$ cat src/rtl/demux14_buf.sv
// 1-to-4 demultiplexer with a small FIFO per output channel.
// Words are routed by {is1,is0}; each channel drains independently via irdy.
module demux14_buf #(
  parameter int unsigned DW    = 4,
  parameter int unsigned DEPTH = 2
) (
  input  logic          clk,
  input  logic          rst,
  input  logic [DW-1:0] id,
  input  logic          is1,
  input  logic          is0,
  input  logic          ivld,
  output logic          ordy,
  output logic [DW-1:0] oz0,
  output logic [DW-1:0] oz1,
  output logic [DW-1:0] oz2,
  output logic [DW-1:0] oz3,
  output logic [3:0]    ovld,
  input  logic [3:0]    irdy
);

  localparam int unsigned PW = (DEPTH > 1) ? $clog2(DEPTH) : 1;
  localparam int unsigned CW = $clog2(DEPTH + 1);
  localparam logic [CW-1:0] FULL = CW'(DEPTH);
  localparam logic [PW-1:0] LAST = PW'(DEPTH - 1);

  logic [1:0]             sel;
  logic                   push;
  logic [3:0]             full;
  logic [3:0][DW-1:0]     head;

  assign sel  = {is1, is0};
  // Ready depends only on registered fullness and sel, never on irdy.
  assign ordy = ~full[sel];
  assign push = ivld & ordy;

  function automatic logic [PW-1:0] bump(input logic [PW-1:0] p);
    return (p == LAST) ? '0 : p + PW'(1);
  endfunction

  for (genvar n = 0; n < 4; n++) begin : g_ch
    localparam logic [1:0] CH = 2'(n);

    logic [DW-1:0] mem [DEPTH];
    logic [PW-1:0] rptr;
    logic [PW-1:0] wptr;
    logic [CW-1:0] cnt;
    logic          push_n;
    logic          pop_n;

    assign push_n = push && (sel == CH);
    // A pop needs data already present, so a push into an empty channel never pops.
    assign pop_n  = (cnt != '0) && irdy[n];

    always_ff @(posedge clk) begin
      if (rst) begin
        rptr <= '0;
        wptr <= '0;
        cnt  <= '0;
      end else begin
        if (push_n) begin
          mem[wptr] <= id;
          wptr      <= bump(wptr);
        end
        if (pop_n) begin
          rptr <= bump(rptr);
        end
        case ({push_n, pop_n})
          2'b10:   cnt <= cnt + CW'(1);
          2'b01:   cnt <= cnt - CW'(1);
          default: cnt <= cnt;
        endcase
      end
    end

    assign full[n] = (cnt == FULL);
    assign ovld[n] = (cnt != '0);
    assign head[n] = (cnt != '0) ? mem[rptr] : '0;
  end

  assign oz0 = head[0];
  assign oz1 = head[1];
  assign oz2 = head[2];
  assign oz3 = head[3];

endmodule

$ cat config.mk
export PLATFORM = sky130hd
export DESIGN_NAME = demux14_buf
export DESIGN_NICKNAME = d
export VERILOG_FILES = /design/src/rtl/demux14_buf.sv
export SDC_FILE = /design/constraint.sdc
export NUM_CORES = 1
export LEC_CHECK = 0
export ABC_AREA = 1
export ABC_CLOCK_PERIOD_IN_PS = 3700
export BUFFER_PORTS_ARGS = -buffer_cell sky130_fd_sc_hd__buf_2
export CORE_ASPECT_RATIO = 1.5
export CORE_MARGIN = 3
export CORE_UTILIZATION = 60
export CTS_CLUSTER_DIAMETER = 80
export DETAILED_ROUTE_END_ITERATION = 7
export PLACE_DENSITY = 0.84
export SYNTH_ARGS = -nofsm -noshare
export SYNTH_HDL_FRONTEND = slang
export SYNTH_SLANG_ARGS = --single-unit
$ cat constraint.sdc
create_clock -name clk -period 3.7 [get_ports clk]
set_clock_uncertainty 0.05 [all_clocks]
set_input_delay 0.185 -clock clk [delete_from_list [all_inputs] [get_ports clk]]
set_output_delay 0.185 -clock clk [all_outputs]
set_load 0.02 [all_outputs]
==> results_dict.tcl, run 1 <==
set metrics [dict create \
    yosysSeqAreaShare_pct 60.85 \
    synth_area_sq_um 2237 \
    cpMostUsedCell "inv_1" \
    synthSimpleGateAreaFrac_pct 18.85 \
    fp.dieH_um 80.79 \
    vias 1632 \
    synth_area_per_cell_sq_um 9.601 \
    yosys.cell_count.top_type "nand2_1" \
    cts_buffers 5 \
    cts_setup_buffers 0 \
    synth_fa_ha_area_share_pct 2.237 \
    netlist.area_leader.share_pct 42.95 \
    io_pins 34 \
    crit_start "g_ch[0].cnt[0]" \
    grt_pass1_wl_um 6796 \
    synth_area_leader_cell "edfxtp_1" \
    cp_max_fo 6 \
    synth-compound-area-share_pct 9.843 \
    outcome "finished clean" \
    busiest_layer "met2" \
    first_iter_violations 65 \
    cp_top_family "simple AND/OR/NAND/NOR gates" \
    ys_async_sr_fraction_pct 0 \
    slew_headroom_pct 59.92 \
    grt_pass1_vias 1513 \
    synth.area.mux_share_pct 0 \
    seq_area_sq_um 1361 \
    ir_worst_vdd_uv 537.5 \
    p_per_area_nw_per_um2 503.6 \
    synth_xor_area_share_pct 1.566 \
    finalMaxSlewViolations 0 \
    ys_ff_latch 52 \
    cts_resized 0 \
    cp.arrival_ps 1620 \
    htree_levels 2 \
    post-route-min-period_ps 1742 \
    clock_latency_ps 290 \
    drt-vias-per-instance 5.214 \
    p_sw_w 0.0003387 \
    place_congestion 0.7831 \
    power.leakage_nw 1.184 \
    worstSetupStartpointType "flip-flop" \
    drtAntennaViolNets 0 \
    grt_usage_pct 19.45 \
    criticalPathCategory "flip-flop to flip-flop" \
    max_stage_delay_ps 510 \
    clock-sinks 52 \
    setup_violations 0 \
    netlist_instances 233 \
    p_clk_share_pct 31.5 \
    multi_input_area_sq_um 726.9 \
    overflow 0 \
    required_ps 3580 \
    critPathBufInv 2 \
    drt_wl_total_um 3908 \
    holdPathStages 1 \
    pwr-share-seq_pct 51.7 \
    r2r_cells 6 \
    finalCritPeriodShare_pct 47.09 \
    port_buffers 33 \
    intPower_w 0.0009550 \
    whs_ps 146.4 \
    syn-num-nets 250 \
    layout-drive-gt1-share_pct 19.93 \
    synth_top_family_by_area "simple AND/OR/NAND/NOR gates" \
    die_area_sq_um 4512 \
    worst_pin_slew_ps 596.6 \
    area_growth_pct 14.82 \
    die_w_um 55.86 \
    crit_chain "inv_1 > nand3_1 > nand2_1 > inv_1 > nand4_1 > nor3_1" \
    diodes 0 \
    cp-end-kind "flip-flop" \
    min_path_type "input pin to flip-flop" \
    sw_frac_of_total_pct 26.18 \
    use_met2_pct 33.77 \
    rsz0062_at_grt "false" \
    initial_core_util_pct 64.27 \
    hpwl_um 2980 \
    synth_flop_cell "edfxtp_1" \
    crit_path_top_delay_cell "nor3_1" \
    root_buffer "clkbuf_8" \
    hold_buffers 0 \
    r2r_start "g_ch[0].cnt[0]" \
    max-cap-violations 0 \
    grt_use_met3_pct 3.180 \
    grt_max_degree 17 \
    clock.fmax_mhz 573.9 \
    ff2ff_setup_slack_ps 1960 \
    tns_ps 0 \
    cts_tree "yes" \
    num_rows 26 \
    wire_per_inst_um 12.49 \
    synth-edff-count 32 \
    fillers 259 \
    path_clk_slew_ps 80 \
    netlist_top_cells_area "edfxtp_1 43%, dfxtp_1 18%, nand2_1 9.2%" \
    dr.pass1.iters 5 \
    finalHoldViolations 0 \
    drc 0 \
    power_frac_comb_pct 16.8 \
    worstHoldStart "id[3]" \
    synthDistinctLibCells 20 \
    met1_usage_pct 24.37 \
    coreArea_sq_um 3481 \
    antenna_found_initial 0 \
    cts_buffer_depth 2 \
    r2r_end "g_ch[1].mem[1][1]" \
    synth_common_cells "55 x nand2_1, 33 x inv_1, 32 x a21oi_1, 32 x edfxtp_1, 20 x dfxtp_1" \
    finalNetCount 287 \
    hold_path_end "g_ch[3].mem[0][3]" \
    ys.warnings.count 0 \
]
[logic make-up after synthesis]
kind of cell    count (synthesis)
buf+inv                        39
compound gates                 44
xor+xnor                        4
fa+ha+maj                       4
flops                          52
simple gates                   90
[how the worst max path moves through the flow]
stage | endpoint | slack [ps] | cells past startpoint
floorplan | g_ch[3].cnt[1] | 2030 | 10
global placement | g_ch[1].mem[1][2] | 2000 | 6
detailed placement | g_ch[1].mem[1][0] | 1960 | 6
CTS | g_ch[1].mem[1][2] | 1950 | 6
global route | g_ch[1].cnt[1] | 1760 | 10
finish | g_ch[1].mem[1][1] | 1960 | 6
[flip-flops by register name, summed over array words and instances, names as in the netlist, named ones only]
signal and flops:
g_ch.mem 32, g_ch.cnt 8, g_ch.rptr 4, g_ch.wptr 4
[per-layer routing]
layer | vias to the layer above | routed length [um]
li1 | 839 | -
met1 | 738 | 1632
met2 | 48 | 2035
met3 | 7 | 176
met4 | 0 | 64
met5 | - | 0
[final cells by class]
| cell class | instances | area share (%) |
|---|---|---|
| multi-input cells | 142 | 28.30 |
| clock inverters | 1 | 1.169 |
| flip-flops and latches | 52 | 53.00 |
| repair buffers | 33 | 6.430 |
| clock buffers | 7 | 3.799 |
| inverters | 36 | 5.261 |
| well taps | 42 | 2.046 |
[cell usage in the layout, fill, tap and decap left out]
cell       count
a21oi_1       32
nand2_2        2
ha_1           4
clkbuf_16      1
nor2_1        14
nand4_1        6
nor3_1         2
inv_2          3
clkbuf_8       5
edfxtp_1      32
buf_2         33
bufinv_16      1
xor2_1         4
inv_1         33
nor2_2         6
nand3_4        2
clkbuf_1       1
nand2_1       55
o21ai_1        3
dfxtp_1       20
o21ai_0        9
nor2_8         1
nand3_1        2
[power groups by stage]
stage	Clock, W	Sequential (W)	Combinational (W)
3_5_place_dp	0	0.000681	0.000217
2_1_floorplan	0	0.000676	0.000153
6_report	0.000408	0.000669	0.000217
4_1_cts	0.000414	0.000668	0.000219
3_3_place_gp	0	0.000680	0.000212
5_1_grt	0.000447	0.000673	0.000246
[per-stage QoR]
stage               instance area (sq um)  worst slack, ps  util [%]  instances  total power, W
floorplan                            2237             2027         -        233       0.0008287
global placement                     2441             2005     70.13        305       0.0008914
detailed placement                   2441             1956     70.13        305       0.0008985
CTS                                  2569             1947     73.80        313        0.001302
global route                         2569             1760     73.80        313        0.001365
finish                               2569             1958     73.80        313        0.001294
Note: power is estimated with default switching activity, not from simulation.
==> inputs of run 2 (changes only) <==
- ABC_CLOCK_PERIOD_IN_PS: 3700 -> 1550
- CORE_UTILIZATION: 60 -> 50
- PLACE_DENSITY: 0.84 -> 0.74
- clock period: 3.7 -> 1.55 ns (I/O delays scaled with it)
==> run 2 against run 1 <==
Compared with the run above:
- the run now ends with negative setup slack left
- sequential power is 140% higher
- worst hold slack worse by 140 ps
- clock power rose by 87%
- count of clock-buffer cells in the layout down 1
- setup slack worse by 2000 ps
- via count grew 7.5%
- total power increased by 130%
- sequential share of layout area fell by 5.0 points
- fmax is 10% higher
- die area is 18% higher
- cell count rose by 11%
- register-to-register slack worse by 2000 ps
- highest routed layer unchanged
==> results_dict.tcl, run 2 (synthesis results as in run 1) <==
set metrics [dict create \
    layout_commonest_cell "nand2_1" \
    wire_per_inst_um 12.31 \
    finalWorstSetupSlack_ps -34.49 \
    crit_chain "inv_2 > nor2_2 > nand2_1 > nand2_2 > nor2_8 > nand3_4 > ha_4 > xor2_2 > nand2_1 > o21ai_1 > a21oi_1" \
    whs_ps 4.392 \
    pwr-share-seq_pct 52.5 \
    multi_input_area_sq_um 803.3 \
    min_path_type "input pin to flip-flop" \
    p_per_area_nw_per_um2 1060 \
    cts_tree "yes" \
    slew_headroom_pct 83.74 \
    port_buffers 33 \
    sw_frac_of_total_pct 29.65 \
    antenna_found_initial 0 \
    layout-drive-gt1-share_pct 38.21 \
    max-cap-violations 0 \
    r2r_end "g_ch[2].cnt[1]" \
    dr.pass1.iters 4 \
    criticalPathCategory "flip-flop to flip-flop" \
    vias 1755 \
    drt-vias-per-instance 5.058 \
    ff2ff_setup_slack_ps -30 \
    finalNetCount 317 \
    htree_levels 2 \
    initial_core_util_pct 52.25 \
    hpwl_um 3126 \
    drtAntennaViolNets 0 \
    rsz0062_at_grt "true" \
    crit_end "g_ch[2].cnt[1]" \
    r2r_start "g_ch[2].cnt[1]" \
    grt_pass1_wl_um 6713 \
    cts_buffer_depth 2 \
    first_iter_violations 37 \
    r2r_cells 11 \
    die_area_sq_um 5330 \
    finalHoldViolations 0 \
    drc 0 \
    outcome "finished with violations" \
    violations "negative setup slack" \
    diodes 0 \
    cp_top_family "simple AND/OR/NAND/NOR gates" \
    place_congestion 0.8466 \
    critPathBufInv 1 \
    coreArea_sq_um 4282 \
    finalCritPeriodShare_pct 102.2 \
    grt_usage_pct 16.94 \
    grt_max_degree 17 \
    top_regs "g_ch.mem (32), g_ch.cnt (8)" \
    fp.dieH_um 87.93 \
    cp_max_fo 5 \
    overflow 0 \
    cp-end-kind "flip-flop" \
    largest_reg_flops 32 \
    post-route-min-period_ps 1584 \
    grt_pass1_vias 1566 \
    ir_worst_vdd_uv 797.8 \
    cpMostUsedCell "nand2_1" \
    die_w_um 60.62 \
    clock_latency_ps 300 \
    cp.arrival_ps 1740 \
    power_frac_comb_pct 22.4 \
    drt_wl_total_um 4273 \
    placed_cell_area_sq_um 2628 \
    required_ps 1700 \
    p_clk_share_pct 25.1 \
    area_growth_pct 28.02 \
    cts_buffers 5 \
    root_buffer "clkbuf_8" \
    tns_ps -38.71 \
    worstSetupStartpointType "flip-flop" \
    setup_violations 2 \
    seq_area_sq_um 1374 \
    cp_num_cells 11 \
    pre_cts_slack_ps -91.82 \
    final_util_pct 66.89 \
    largest_register "g_ch.mem" \
    path_clk_slew_ps 90 \
    fillers 335 \
    clock.fmax_mhz 631.1 \
    crit_path_top_delay_cell "dfxtp_2" \
    clock-sinks 52 \
    io_pins 34 \
    most-common-layout-cells "55 x nand2_1, 33 x buf_2, 32 x a21oi_1, 32 x edfxtp_1, 26 x buf_4" \
    hold_buffers 0 \
    postLayoutCellArea_sq_um 2864 \
    crit_start "g_ch[2].cnt[1]" \
    num_rows 29 \
    power.leakage_nw 1.302 \
    finalMaxSlewViolations 0 \
    intPower_w 0.002135 \
    p_sw_w 0.0008997 \
    worst_pin_slew_ps 241.4 \
    max_stage_delay_ps 340 \
]
==> run 2: power groups by stage <==
stage | combinational, W | clock [W] | sequential, W
finish | 0.000680 | 0.000762 | 0.00159
global route | 0.000756 | 0.000824 | 0.00160
CTS | 0.000645 | 0.000787 | 0.00159
detailed placement | 0.000611 | 0 | 0.00163
global placement | 0.000597 | 0 | 0.00162
floorplan | 0.000378 | 0 | 0.00162
==> run 2: worst reg2reg max path, cell delays in order, from the launching register on <==
cell and delay, ps:
dfxtp_2 340, inv_2 70, nor2_2 40, nand2_1 70, nand2_2 80, nor2_8 170
nand3_4 100, ha_4 170, xor2_2 120, nand2_1 90, o21ai_1 140, a21oi_1 50
==> run 2: per-stage QoR <==
step	power (W)	instances
floorplan	0.001996	233
global placement	0.002219	329
detailed placement	0.002236	329
CTS	0.003022	344
global route	0.003182	347
finish	0.003035	347
==> run 2: routing by layer <==
metal | wire length [um] | GRT usage (%) | vias to the layer above | part of all wire (%)
met3 | 139 | 3.540 | 7 | 3.3
met2 | 2239 | 29.31 | 33 | 52
met4 | 76 | 7.692 | 0 | 1.8
li1 | - | - | 897 | -
met5 | 0 | 0 | - | 0
met1 | 1818 | 19.54 | 818 | 43
==> run 2: final cells by class <==
cell class / instances / area share (%)
Tap cell: 46 / 2.010
Inverter: 36 / 4.718
Clock buffer: 6 / 2.534
Sequential cell: 52 / 47.97
Timing Repair Buffer: 63 / 14.15
Clock inverter: 2 / 0.5679
Multi-Input combinational cell: 142 / 28.05
==> run 2: worst min path at each step <==
stage	end	startpoint	cells past startpoint	slack [ps]
global route	g_ch[3].mem[1][0]	id[0]	1	20
floorplan	g_ch[0].mem[0][0]	id[0]	0	130
finish	g_ch[3].mem[1][3]	id[3]	1	4
global placement	g_ch[0].mem[0][2]	id[2]	1	320
CTS	g_ch[3].mem[0][3]	id[3]	1	3
detailed placement	g_ch[0].mem[0][3]	id[3]	1	330
==> run 2: repair_timing <==
action / CTS / global route
setup endpoints to repair: 3 / 33
resized for setup: 7 / 27
setup buffers: 7 / 3
pin swaps: 8 / 16
endpoints found under the hold margin: 0 / 0
